### src/rtl/move_entry.sv
// move_entry: cursor/select move entry with checker handshake and commit strobes for the game FSM
module move_entry #(
  parameter int CHK_TIMEOUT = 255
) (
  input  logic       clk,
  input  logic       reset,
  input  logic       btn_up,
  input  logic       btn_down,
  input  logic       btn_left,
  input  logic       btn_right,
  input  logic       btn_sel,
  input  logic       btn_cancel,
  input  logic [1:0] Win,
  input  logic       chk_ack,
  input  logic       chk_legal,
  input  logic       chk_mate,
  input  logic       chk_stale,
  output logic       chk_req,
  output logic [5:0] src_sq,
  output logic [5:0] dst_sq,
  output logic [5:0] cursor,
  output logic       side,
  output logic       WM,
  output logic       BM,
  output logic       WC,
  output logic       BC,
  output logic       SM,
  output logic       err,
  output logic       busy
);
  localparam int CW = $clog2(CHK_TIMEOUT + 1);
  typedef enum logic [2:0] {SEL_SRC, SEL_DST, CHECK, COMMIT, OVER} state_t;
  state_t state, nxt;
  logic [CW-1:0] cnt;
  logic mate, stale, commit, mv;
  assign commit = state == COMMIT;
  assign mv = (state == SEL_SRC || state == SEL_DST) && Win == 2'b00 && !btn_cancel && !btn_sel;
  // next state: game over overrides everything, cancel beats ack, ack beats timeout
  always_comb begin
    nxt = state;
    if (Win != 2'b00) nxt = OVER;
    else
      case (state)
        SEL_SRC: nxt = (!btn_cancel && btn_sel) ? SEL_DST : SEL_SRC;
        SEL_DST: nxt = btn_cancel ? SEL_SRC : !btn_sel ? SEL_DST : (cursor == src_sq) ? SEL_SRC : CHECK;
        CHECK:   nxt = btn_cancel ? SEL_SRC : chk_ack ? (chk_legal ? COMMIT : SEL_SRC) :
                       (cnt == CW'(CHK_TIMEOUT)) ? SEL_SRC : CHECK;
        COMMIT:  nxt = (mate | stale) ? OVER : SEL_SRC;
        default: nxt = OVER;
      endcase
  end
  // state, latched squares, cursor and all registered outputs
  always_ff @(posedge clk or negedge reset) begin
    if (!reset) begin
      state <= SEL_SRC;
      cursor <= '0;
      src_sq <= '0;
      dst_sq <= '0;
      side <= 1'b0;
      chk_req <= 1'b0;
      {WM, BM, WC, BC, SM} <= '0;
      err <= 1'b0;
      busy <= 1'b0;
      cnt <= '0;
      mate <= 1'b0;
      stale <= 1'b0;
    end else begin
      state <= nxt;
      busy <= nxt == CHECK || nxt == COMMIT;
      chk_req <= state == CHECK && nxt == CHECK;
      err <= state == CHECK && nxt == SEL_SRC && !btn_cancel;
      WM <= commit & ~side;
      BM <= commit & side;
      WC <= commit & ~side & mate;
      BC <= commit & side & mate;
      SM <= commit & stale;
      cnt <= state == CHECK ? cnt + 1'b1 : '0;
      if (commit) side <= ~side;
      if (state == SEL_SRC && nxt == SEL_DST) src_sq <= cursor;
      if (state == SEL_DST && nxt == CHECK) dst_sq <= cursor;
      if (state == CHECK && nxt == COMMIT) begin
        mate <= chk_mate;
        stale <= chk_stale;
      end
      if (mv) begin
        if (btn_up) cursor[5:3] <= cursor[5:3] + {2'b00, cursor[5:3] != 3'd7};
        else if (btn_down) cursor[5:3] <= cursor[5:3] - {2'b00, cursor[5:3] != 3'd0};
        else if (btn_left) cursor[2:0] <= cursor[2:0] - {2'b00, cursor[2:0] != 3'd0};
        else if (btn_right) cursor[2:0] <= cursor[2:0] + {2'b00, cursor[2:0] != 3'd7};
      end
    end
  end
endmodule

### config.mk
export PLATFORM = sky130hd
export DESIGN_NAME = move_entry
export DESIGN_NICKNAME = d
export VERILOG_FILES = /design/src/rtl/move_entry.sv
export SDC_FILE = /design/constraint.sdc
export NUM_CORES = 1
export LEC_CHECK = 0
export ABC_CLOCK_PERIOD_IN_PS = 2800
export CAP_MARGIN = 20
export CORE_ASPECT_RATIO = 0.75
export CORE_UTILIZATION = 45
export CTS_CLUSTER_DIAMETER = 100
export DETAILED_ROUTE_END_ITERATION = 12
export GPL_TIMING_DRIVEN = 0
export PLACE_DENSITY_LB_ADDON = 0.15
export SLEW_MARGIN = 20
export SYNTH_ARGS = -nofsm -noshare
export SYNTH_HDL_FRONTEND = slang
export SYNTH_SLANG_ARGS = --single-unit
### constraint.sdc
create_clock -name clk -period 2.8 [get_ports clk]
set_clock_uncertainty 0.05 [all_clocks]
set_input_delay 0.56 -clock clk [delete_from_list [all_inputs] [get_ports clk]]
set_output_delay 0.56 -clock clk [all_outputs]
set_load 0.02 [all_outputs]
After elaboration in Yosys (flattened, before gate mapping) --
Cells that the tools add are included.
Storage, ports and cells: register bits after elaboration 40, input bits 14, output and inout bits 27, logic and storage cells 81
Operators by class: add/subtract/negate cells 5, equal/unequal tests 10, mux-type cells 16, bitwise gates (word level) 9, reduce and logical (&&, ||, !) cells 24
Operator list (number):
- 2-to-1 mux 3 bit | 6
- 2-to-1 mux 2 bit | 7
- equality test 3 x 2 -> 1 bit (second input constant) | 4
- case mux 3 bit (4 select lines) | 1
- logical AND 1 bit | 10
- adder 8 x 1 -> 8 bit (second input constant) | 1
- equality test 8 bit (second input constant) | 1
- 2-to-1 mux 8 bit | 1
- adder 3 x 1 -> 3 bit | 2
- equality test 3 x 1 -> 1 bit (second input constant) | 2
- equality test 6 bit | 1
- zero test 3 bit | 2
- != test 3 bit (second input constant) | 2
- nonzero test 2 bit | 3
- nonzero test 3 bit | 2
- subtractor 3 x 1 -> 3 bit | 2
- bitwise AND 1 bit | 5
- AND reduction 4 bit | 1
- NOT 1 bit | 3
- zero test 1 bit | 2
- zero test 2 bit | 1
- logical OR 1 bit | 2
- AND reduction 2 bit | 1
- 2-to-1 mux 1 bit | 1
- OR 1 bit | 1

Depth between registers and ports, before layout --
depth in word-level cells 9, mapped depth 10, gate-level depth less buffers 9

Worst setup path after synthesis --
OpenSTA, ideal clock, no wires.
path kind reg2reg, start point register cursor[0], end point register cursor[2], setup time 123 ps, arrival 2301 ps, data required time 2627 ps, path slack 326 ps, cell stages (with the launch flop) 11, buffers on the path 1, clock period less this slack 2474 ps, path through dfrtp_1 > clkbuf_1 > inv_1 > nor4_1 > a21oi_1 > ha_1 > fa_1 > a211oi_1 > a31oi_1 > a2bb2oi_1 > o221a_1
Between the ends: longest elaborated chain between the ends 4, elaborated cells on any way between the ends 6
Ends and longest elaborated chain:
- start, declared | RTL line 21 | output logic [5:0] cursor,
- start signal, assigned | RTL line 88 | else if (btn_left) cursor[2:0] <= cursor[2:0] - {2'b00, cursor[2:0] != 3'd0};
- start signal, assigned | RTL line 89 | else if (btn_right) cursor[2:0] <= cursor[2:0] + {2'b00, cursor[2:0] != 3'd7};
- != test 3 bit | RTL line 89
- adder 3 x 1 -> 3 bit | RTL line 89
- 2-to-1 mux 3 bit | RTL line 89
- 2-to-1 mux 3 bit * | RTL line 88
Every way passes the cells marked *; elsewhere a longest branch is shown, timed or not. The select of a mux whose other input is x is not followed. A chain may end at the register's enable or synchronous reset.

Worst setup path after layout --
start point input btn_left, end point register cursor[2]
Between the ends: longest elaborated chain between the ends 2, elaborated cells on any way between the ends 3
Ends and longest elaborated chain:
- start, declared | RTL line 9 | input logic btn_left,
- nonzero test 2 bit (no line)
- AND reduction 4 bit (no line)
Parallel ways exist; a longest one is shown, timed or not.

==> impl_metrics.json <==
{
  "status": "finished, final reports clean",
  "period_minus_slack_ps": 2600,
  "wl_per_cell_um": 13.7,
  "synth_edf_count": 0,
  "cts_htree_levels": 2,
  "cts_buffers": 5,
  "synth_seq_cells": 40,
  "path_max_fanout": 6,
  "design_area_um2": 2500,
  "timing.rr.end": "cursor[2]",
  "dpl-instance-area_um2": 2410,
  "critPathLaunchType": "input port",
  "ant_nets": 0,
  "powerDensity_nw_per_um2": 418,
  "cts_tree": "yes",
  "antenna_cells": 0,
  "gp_congestion": 0.869,
  "grt.total_usage_pct": 19.2,
  "syn-num-nets": 188,
  "finalWorstSetupSlack_ps": 200,
  "relSlewSlack_pct": 63.4,
  "crit_slowest_cell": "clkdlybuf4s50_1",
  "syn2layout_area_growth_pct": 30.2,
  "syn_inst": 169,
  "wl_um": 3740,
  "multi_input_area_um2": 867,
  "clk_latency_ps": 290,
  "syn_area_um2": 1920,
  "synth.area.top_cells": "dfrtp_1 (52%), mux2_2 (4.7%), nor2_1 (4.1%)",
  "row_count": 20,
  "cts-root-buf": "clkbuf_8",
  "finalHoldViolCount": 0,
  "port_buffers": 40,
  "maxCapViolations": 0,
  "tightest_slew_ps": 546,
  "viasPerCell": 5.07,
  "cp.required_ps": 2920,
  "dpl_worst_slack_ps": -100,
  "r2r_slack_ps": 290,
  "syn_avg_cell_area_um2": 11.4,
  "clockBufferDepth": 2,
  "dr.first_iter.drc_count": 60,
  "whs_ps": 170,
  "core-area_um2": 4080,
  "dp_hpwl_um": 2850,
  "fin_nets": 235,
  "fmax_mhz": 385,
  "antenna_found_initial": 0,
  "timing.final.crit_share_pct": 92.8,
  "synthMostInstantiatedCell": "dfrtp_1",
  "finalSetupViolations": 0,
  "layout-drive-gt1-share_pct": 13.8,
  "stdcell_count": 272,
  "postCtsSetupRepairBufs": 0,
  "grt_pass1_vias": 1389,
  "nFillCells": 345,
  "netlist.area_leader.share_pct": 52.1,
  "grt_pass1_wl_um": 6590,
  "ctsHoldBuffers": 0,
  "drc": 0,
  "ys_top_cells_by_count": "dfrtp_1 (40), nor2_1 (21), nand2_1 (12)",
  "post_cts_resized": 0,
  "critPathCaptureType": "flop",
  "cp.arrival_ps": 2720,
  "grt-ovfl-total": 0,
  "io_pins": 41,
  "dieArea_um2": 4540,
  "path_class": "in -> reg",
  "yosys.area.top_type": "dfrtp_1",
  "r2r-start": "cursor[2]",
  "regArea_um2": 1000,
  "clkSinkCount": 40,
  "hold_path.class": "in -> async",
  "rsz0062_at_grt": "no",
  "ys.flop_type": "dfrtp_1",
  "synth.yosys.seq_area_share_pct": 52.1,
  "grt_max_degree": 22,
  "finalMaxSlewViolations": 0,
  "firstDrtPassIters": 4,
  "initial_utilization_pct": 47.1,
  "critPathMaxStageDelay_ps": 510,
  "ir_drop_mv": 0.356,
  "synth_warnings": 0,
  "async_reset_ff_share_pct": 100,
  "reg2regPathDepth": 10,
  "placed_cells": 265,
  "leakage_nw": 1.09,
  "die-height_um": 58.6,
  "worstPathCellList": "clkdlybuf4s50_1, nor4_1, a21oi_1, ha_1, fa_1, a211oi_1, a31oi_1, a2bb2oi_1, o221a_1",
  "yosysUniqueCellTypes": 40,
  "die_width_um": 77.5,
  "vias": 1380,
  "path_clk_slew_ps": 70
}
==> report_power, final <==
group	internal (mW)	switching, mW	total, mW
Combinational	0.0345	0.0388	0.0733
Sequential	0.580	0.00393	0.584
Clock	0.196	0.191	0.388
Total	0.811	0.234	1.05
==> state kept, by name, summed over array words and instances, names as in the netlist <==
register	cells
stale	1
err	1
BC	1
chk_req	1
state	3
cursor	6
WC	1
BM	1
dst_sq	6
busy	1
src_sq	6
SM	1
WM	1
mate	1
cnt	8
side	1
==> area by class of cell <==
class | instances | share of cell area [%]
flip-flops and latches | 40 | 40.0
plain buffers | 4 | 0.950
clock inverters | 2 | 0.400
multi-input cells | 117 | 34.7
clock buffers | 6 | 3.30
inverters | 7 | 1.05
well taps | 55 | 2.75
repair buffers | 41 | 16.9
==> metal layers <==
| metal | share of wire, % | GRT usage, % | vias up |
|---|---|---|---|
| li1 | - | - | 673 |
| met1 | 47 | 25.4 | 666 |
| met2 | 47 | 30.5 | 33 |
| met3 | 3.7 | 4.65 | 8 |
| met4 | 1.9 | 8.89 | 0 |
| met5 | 0 | 0 | - |
==> worst max-delay path, delay by kind of cell <==
| family | cells | cell delay, ps |
|---|---|---|
| AOI/OAI and AO/OA | 5 | 730 |
| adders and majority gates | 2 | 640 |
| buffers and inverters | 1 | 510 |
| and+or+nand+nor | 1 | 300 |
==> worst max-delay path by stage <==
stage,from,to,depth (start not counted)
after floorplan,cursor[0],cursor[2],10
after global placement,btn_left,cursor[2],9
after detailed placement,btn_left,cursor[2],9
after CTS,cursor[0],cursor[2],10
after global routing,btn_left,cursor[2],9
final,btn_left,cursor[2],9
==> kinds of logic (layout without fill, tap and decap cells) <==
group	after synthesis	after routing	share of synthesized area, %
AO/OA/AOI/OAI	22	22	8.66
flip-flops	40	40	52.1
AND/OR/NAND/NOR	64	64	19.1
multiplexers	12	12	6.97
buffers and inverters	12	60	2.80
adder cells (fa/ha/maj)	5	5	4.04
XOR/XNOR	14	14	6.38
==> placed cells by master (no fill, tap or decap), drive strengths merged, types with 7 or more instances in the layout <==
cell type and instances:
dfrtp 40, nand2 13, xor2 9, inv 7, mux2 11, clkbuf 8, clkdlybuf4s50 39, nor2 22
o21ai 8
==> per-stage QoR <==
stage                     utilization [%]  total power [mW]  TNS, ps
after global routing                 61.3              1.09        0
after floorplan                         -             0.620        0
after detailed placement             59.2             0.670     -100
after global placement               58.6             0.664    -16.3
after CTS                            61.4              1.06        0
final                                61.3              1.05        0
No activity file was read; power rests on OpenSTA's default activity.
